===== src/rtl/muldiv_hilo.sv =====
// muldiv_hilo: EXE-stage HI/LO unit. Owns the HI/LO registers and runs MTHI/MTLO,
// MULT/MULTU (fixed-latency) and DIV/DIVU (radix-2 restoring, 32 iterations + sign fix).
module muldiv_hilo #(
  parameter int MUL_LAT = 4
) (
  input  logic        clk,
  input  logic        rst,
  input  logic        RHLWr,
  input  logic [1:0]  RHLSel_Wr,
  input  logic [1:0]  ALU2Op,
  input  logic        RHLSel_Rd,
  input  logic [31:0] Op1,
  input  logic [31:0] Op2,
  input  logic        Flush,
  output logic        Busy,
  output logic [31:0] RHLOut
);

  typedef enum logic [1:0] {IDLE, MUL, DIV} state_t;

  state_t      state, state_next;
  logic [31:0] hi, lo;
  logic [31:0] op_a, op_b;
  logic        signed_op;
  logic [5:0]  count;
  logic [31:0] rem, quot;
  logic        neg_q, neg_r;

  logic        accept, start_mul, start_div, mt_lo, mt_hi;
  logic        mul_done, div_done;
  logic [63:0] ext_a, ext_b, product;
  logic [32:0] shifted, trial;
  logic        ge;
  logic [31:0] rem_next, quot_next;
  logic [31:0] fixed_q, fixed_r;
  logic [31:0] mag_a, mag_b;

  // Request decode: only an idle, unflushed unit takes a new operation
  always_comb begin
    accept    = (state == IDLE) && RHLWr && !Flush;
    mt_lo     = accept && (RHLSel_Wr == 2'b00);
    mt_hi     = accept && (RHLSel_Wr == 2'b01);
    start_mul = accept && (RHLSel_Wr == 2'b10) && !ALU2Op[1];
    start_div = accept && (RHLSel_Wr == 2'b10) &&  ALU2Op[1];
    mul_done  = (state == MUL) && (count == 6'(MUL_LAT - 1));
    div_done  = (state == DIV) && (count == 6'd32);
    mag_a     = (ALU2Op[0] && Op1[31]) ? -Op1 : Op1;
    mag_b     = (ALU2Op[0] && Op2[31]) ? -Op2 : Op2;
  end

  // Arithmetic: 64-bit product (sign-extension selects MULT vs MULTU), one restoring
  // divide step on a 33-bit partial remainder, and the final sign correction
  always_comb begin
    ext_a     = {{32{signed_op & op_a[31]}}, op_a};
    ext_b     = {{32{signed_op & op_b[31]}}, op_b};
    product   = ext_a * ext_b;
    shifted   = {rem, quot[31]};
    trial     = shifted - {1'b0, op_b};
    ge        = ~trial[32];
    rem_next  = ge ? trial[31:0] : shifted[31:0];
    quot_next = {quot[30:0], ge};
    fixed_q   = neg_q ? -quot : quot;
    fixed_r   = neg_r ? -rem : rem;
  end

  // Next-state logic; Flush beats both a new accept and a completion
  always_comb begin
    state_next = state;
    if (Flush) begin
      state_next = IDLE;
    end else begin
      case (state)
        IDLE: begin
          if (start_mul)      state_next = MUL;
          else if (start_div) state_next = DIV;
        end
        MUL:     if (mul_done) state_next = IDLE;
        DIV:     if (div_done) state_next = IDLE;
        default: state_next = IDLE;
      endcase
    end
  end

  // State register; Busy rises the cycle after accept and drops once the op ends
  always_ff @(posedge clk) begin
    if (!rst) begin
      state <= IDLE;
      Busy  <= 1'b0;
    end else begin
      state <= state_next;
      Busy  <= (state != IDLE) && (state_next != IDLE);
    end
  end

  // Datapath: operand latching, iteration and HI/LO writes
  always_ff @(posedge clk) begin
    if (!rst) begin
      hi        <= '0;
      lo        <= '0;
      op_a      <= '0;
      op_b      <= '0;
      signed_op <= 1'b0;
      count     <= '0;
      rem       <= '0;
      quot      <= '0;
      neg_q     <= 1'b0;
      neg_r     <= 1'b0;
    end else begin
      if (mt_lo) lo <= Op1;
      if (mt_hi) hi <= Op1;
      if (start_mul) begin
        op_a      <= Op1;
        op_b      <= Op2;
        signed_op <= ALU2Op[0];
        count     <= '0;
      end
      if (start_div) begin
        quot  <= mag_a;
        op_b  <= mag_b;
        rem   <= '0;
        neg_q <= ALU2Op[0] & (Op1[31] ^ Op2[31]);
        neg_r <= ALU2Op[0] & Op1[31];
        count <= '0;
      end
      if (state == MUL && !Flush) begin
        count <= count + 6'd1;
        if (mul_done) {hi, lo} <= product;
      end
      if (state == DIV && !Flush) begin
        count <= count + 6'd1;
        if (div_done) begin
          if (op_b != '0) begin
            lo <= fixed_q;
            hi <= fixed_r;
          end
        end else begin
          rem  <= rem_next;
          quot <= quot_next;
        end
      end
    end
  end

  assign RHLOut = RHLSel_Rd ? hi : lo;

endmodule

===== config.mk =====
export PLATFORM = sky130hd
export DESIGN_NAME = muldiv_hilo
export DESIGN_NICKNAME = d
export VERILOG_FILES = /design/src/rtl/muldiv_hilo.sv
export SDC_FILE = /design/constraint.sdc
export NUM_CORES = 2
export LEC_CHECK = 0
export ABC_AREA = 1
export ABC_CLOCK_PERIOD_IN_PS = 9500
export CORE_MARGIN = 2
export CORE_UTILIZATION = 60
export CTS_BUF_LIST = sky130_fd_sc_hd__clkbuf_8
export CTS_CLUSTER_SIZE = 8
export DETAILED_ROUTE_END_ITERATION = 8
export PLACE_DENSITY = 0.76
export SYNTH_ARGS = -nofsm -noshare
export SYNTH_HDL_FRONTEND = slang
export SYNTH_SLANG_ARGS = --single-unit

===== constraint.sdc =====
create_clock -name clk -period 9.5 [get_ports clk]
set_input_delay 2.85 -clock clk [delete_from_list [all_inputs] [get_ports clk]]
set_output_delay 2.85 -clock clk [all_outputs]
set_load 0.02 [all_outputs]

Word-level counts from Yosys, hierarchy flattened
Cells that the tools add are included.

Bits in registers: 204. Input bits: 73.

$add $sub $neg: 6. Multiply operators: 1. Eq/ne operators: 6. Mux-type cells: 36. Bitwise logic cells: 6. Reduce and logical (&&, ||, !) cells: 23.

Operators by type and width (number): 32-bit two-way mux (26); 32-bit negation (4); 33-bit by 33-bit multiplier with 64-bit output (1); 33-bit by 32-bit subtractor with 33-bit output (1); 32-bit nonzero test (1); 6-bit two-way mux (4); 1-bit logical AND (14); 2-bit two-way mux (5); 6-bit by 1-bit adder with 6-bit output, second input constant (1); 6-bit by 2-bit equality test with 1-bit output, second input constant (1); 6-bit equality test, second input constant (1); 2-bit case mux with 3 select lines (1); 2-bit nonzero test (3); 1-bit bitwise AND (4); 2-bit by 1-bit equality test with 1-bit output, second input constant (2); 2-bit equality test, second input constant (2); 2-bit zero test (2); 4-bit nonzero test (1); 1-bit zero test (2); 1-bit NOT (1); 1-bit XOR (1).

Depth between registers and ports, before layout
Word-level depth: 11. Depth in mapped cells: 37.

Least setup slack after synthesis
No wires, ideal clock.

Kind: reg-to-reg. Start: register op_a[31]. End: register hi[31]. Data arrival time: 7.480 ns. Setup slack: 1.950 ns. Stages on the path, launching flop included: 30. Buffers on the path: 3. Clock period less this slack: 7.550 ns. Cell sequence: dfxtp_1 > clkbuf_1 > nand2_1 > clkbuf_1 > clkbuf_1 > nor2_1 > fa_1 > inv_1 > fa_1 > inv_1 > fa_1 > inv_1 > fa_1 > fa_1 > fa_1 > fa_1 > fa_1 > inv_1 > ha_1 > nand2_1 > nor2_1 > nand2_1 > nor4_1 > and2_1 > nand2_1 > nand2_1 > nand2_1 > nand3_1 > nand2_1 > a21oi_1.

Longest elaborated chain between the ends: 7.

RTL lines: start, declared (RTL line 23) `logic [31:0] op_a, op_b;`; start signal, assigned (RTL line 112) `op_a <= Op1;`; 1-bit bitwise AND (RTL line 54) `ext_a = {{32{signed_op & op_a[31]}}, op_a};`; 33-bit by 33-bit multiplier with 64-bit output * (RTL line 56) `product = ext_a * ext_b;`; 32-bit two-way mux * (RTL line 127) `if (mul_done) {hi, lo} <= product;`; 32-bit two-way mux * (RTL line 125) `if (state == MUL && !Flush) begin`; 32-bit two-way mux (RTL line 132) `if (op_b != '0) begin`; 32-bit two-way mux (RTL line 131) `if (div_done) begin`; 32-bit two-way mux * (RTL line 129) `if (state == DIV && !Flush) begin`; end signal, assigned (RTL line 110) `if (mt_hi) hi <= Op1;`; end signal, assigned (RTL line 127); end signal, assigned (RTL line 134) `hi <= fixed_r;`; end, declared (RTL line 22) `logic [31:0] hi, lo;`.

Every way passes the cells marked *; elsewhere a longest branch is shown, timed or not. A chain may end at the register's enable or synchronous reset.

Worst setup path in the final report
Start: register op_a[31]. End: register hi[24].

The elaborated chain is that of the path after synthesis.

==> run metrics <==
async set-reset flop share out of synthesis 0%; DP Worst Slack 1140 ps; Initial Util 60.7%; core region area 91,800 µm²; Leak Pwr 31.9 nW; largest stage delay on the critical path 860 ps; DIE AREA 95,400 µm²; clk_lat worst skew 660 ps; setup TNS 0 ps; Design Power 2.66 mW; drt first-iter violations 5,159; largest net degree at the start of global routing 80; CP dominant cell by count fa_1; die width 309 µm; Wirelength per Cell 21.4 µm; # placed instances 8,884; CP Buf/Inv Count 7; Site Rows 111; I/O Buffers 105; RSZ-0062 raised after global routing no; CP startpoint op_a[31]; post-CTS setup buffers 0; post-synthesis sequential area ratio 7.33%; Sw Share 39.5%; via count of the first global-routing pass 50,800; Pint 1.61 mW; pwr dens 45.2 nW/µm²; Clock power frac 37.0%; Critical Path AT 8960 ps; Max Buffers Root-to-Sink 3; placed cell areas 57,900 µm²; Worst EP required 10,000 ps; TritonCTS clock tree built; Worst path top cell family by delay adder cells; Nets 9,133; io pins 106; CTS sink cnt 204; status completed; element type at the critical path end flop; Die H 309 µm; Detail Placement HPWL 161,000 µm; Post-Syn Area 55,700 µm²; global-route wire length before repair 294,000 µm; synthesized instance count 7,785; Mapped Nets 9,234; commonest non-fill, non-tap cell in the layout inv_1; Vias/cell 5.65; Worst-Margin Slew 1210 ps; synth warn 0; share of cells above drive strength 1 3.62%; CP Max Fanout 19; routability cong. 1.03; Highest Clock Rate 118 MHz; final hold violation count 0; combinational power share 28.0%; final worst slack 1040 ps; all-layer global routing usage 40.9%; DR pass1 iterations 7; Clock Skew 55.4 ps; total wire length 192,000 µm; clock-pin slew on the worst setup and hold paths 60 ps; register share of total power 35.0%; Max IR drop VDD 96.4 µV; count of cell types in the netlist 53; post-route cell area 58,700 µm²; Worst R2R Setup Slack 1040 ps; Crit Path Category reg2reg; Hold Startpoint count[5]; grt total ovfl 0; CP max stage cell fa_1; P_sw 1.05 mW; relative slew slack 18.8%; DRC 0; worst r2r src op_a[31]; Routed Antenna Nets 0; CTS Buf Count 41; Avg Cell Area, Syn 7.16 µm²; number of synthesized flops with an enable pin 0; min Tclk post-route 8460 ps; antenna violations before repair 8; period utilisation layout 89.1%; critical path startpoint category flop; via count 50,600; # hold bufs at CTS 0; commonest non-fill, non-tap cells in the layout inv_1 (1,993), nand2_1 (1,978), fa_1 (1,126), nor2_1 (451), a21oi_1 (403); Yosys reg bits 204; H-tree depth 2; Resized Gates After CTS 0; Root Buffer clkbuf_8; top_reg_cell synth dfxtp_1; Max-cap violations 0; fin cells 8,957; final setup vio count 0; Hold WC Path Type reg2reg; Final Max Slew Viols 0; area growth from synthesis to layout 5.32%
## path summary, 6_finish.rpt
kind / cells after the start / endpoint
max: 27 / hi[24]
min: 2 / count[5]
max reg2reg: 27 / hi[24]
min reg2reg: 2 / count[5]
## through the flow
stage | hold slack, ps | utilization (%)
floorplan | 453 | -
global placement | 472 | 63.1
detailed placement | 478 | 63.1
finish | 485 | 64.0
CTS | 484 | 63.9
global route | 519 | 63.9
## power groups by stage
stage / combinational (mW) / clock, mW / sequential, mW
2_1_floorplan: 0.462 / 0 / 0.900
3_3_place_gp: 0.715 / 0 / 0.943
3_5_place_dp: 0.717 / 0 / 0.944
4_1_cts: 0.722 / 0.981 / 0.926
5_1_grt: 0.795 / 1.01 / 0.930
6_report: 0.743 / 0.983 / 0.929
## synth_stat cells (4+ instances only)
cell      number  area, µm²
xor2_1        49        429
o21ai_1       14       70.1
nand2_1     1980       7430
nor4_1        17        106
o21bai_1      27        203
a21boi_0       4       30.0
o221ai_1       4       35.0
clkbuf_1     337       1260
dfxtp_1      204       4080
buf_1         19       71.3
nor2_1       452       1700
clkinv_1       8       30.0
o21a_1         4       30.0
nor3_2         7       70.1
and2_1         4       25.0
inv_1       1979       7430
nand3_1      329       1650
a21o_1         4       30.0
nor2_2         7       43.8
nand2_4        5       56.3
nand2_2        6       37.5
a31oi_1       10       62.6
a21oi_1      403       2020
a221oi_1       6       52.6
nor3_1        42        210
nand4_1       54        338
o21ai_0      281       1410
inv_2         12       45.0
buf_6          8       90.1
o211ai_1      25        188
mux2_2         6       67.6
buf_2         25        125
ha_1         250       3130
fa_1        1126      22500
or2_2         18        113
nand3b_1      12       90.1
xnor2_1       21        184
## layer usage
| layer | GRT usage (%) | vias up | wire length (µm) |
|---|---|---|---|
| met3 | 9.50 | 571 | 20900 |
| met4 | 19.1 | 6 | 10400 |
| li1 | - | 22600 | - |
| met5 | 0 | - | 38 |
| met2 | 65.5 | 2688 | 87700 |
| met1 | 52.8 | 24800 | 72700 |
## kinds of logic after synthesis
group                      Yosys count  share of synthesized area (%)
adders and majority gates         1376                           46.1
DFF                                204                           7.33
AOI/OAI and AO/OA                  794                           7.60
and+or+nand+nor                   2945                           21.5
buffers and inverters             2389                           16.3
xor gates and xnor gates            70                           1.10
muxes                                7                          0.139
## worst min-delay path, delay by kind of cell (launching register included)
family / cells / cell delay (ps)
AND/OR/NAND/NOR: 1 / 60
AO/OA/AOI/OAI: 1 / 50
flip-flops: 1 / 320
## sequential cells by signal (all words and copies together), names as in the netlist
name / flops
signed_op: 1
count: 6
rem: 32
Busy: 1
neg_r: 1
op_b: 32
lo: 32
quot: 32
op_a: 32
state: 2
hi: 32
neg_q: 1
## area by class of cell
class	instances	area, µm²
flip-flops and latches	204	4090
inverters	2000	7510
fillers	8288	33100
clock inverters	24	161
diodes	2	5.00
clock buffers	47	647
repair buffers	245	2120
well taps	1243	1560
multi-input cells	5192	42600
(Power assumes the default switching activity.)
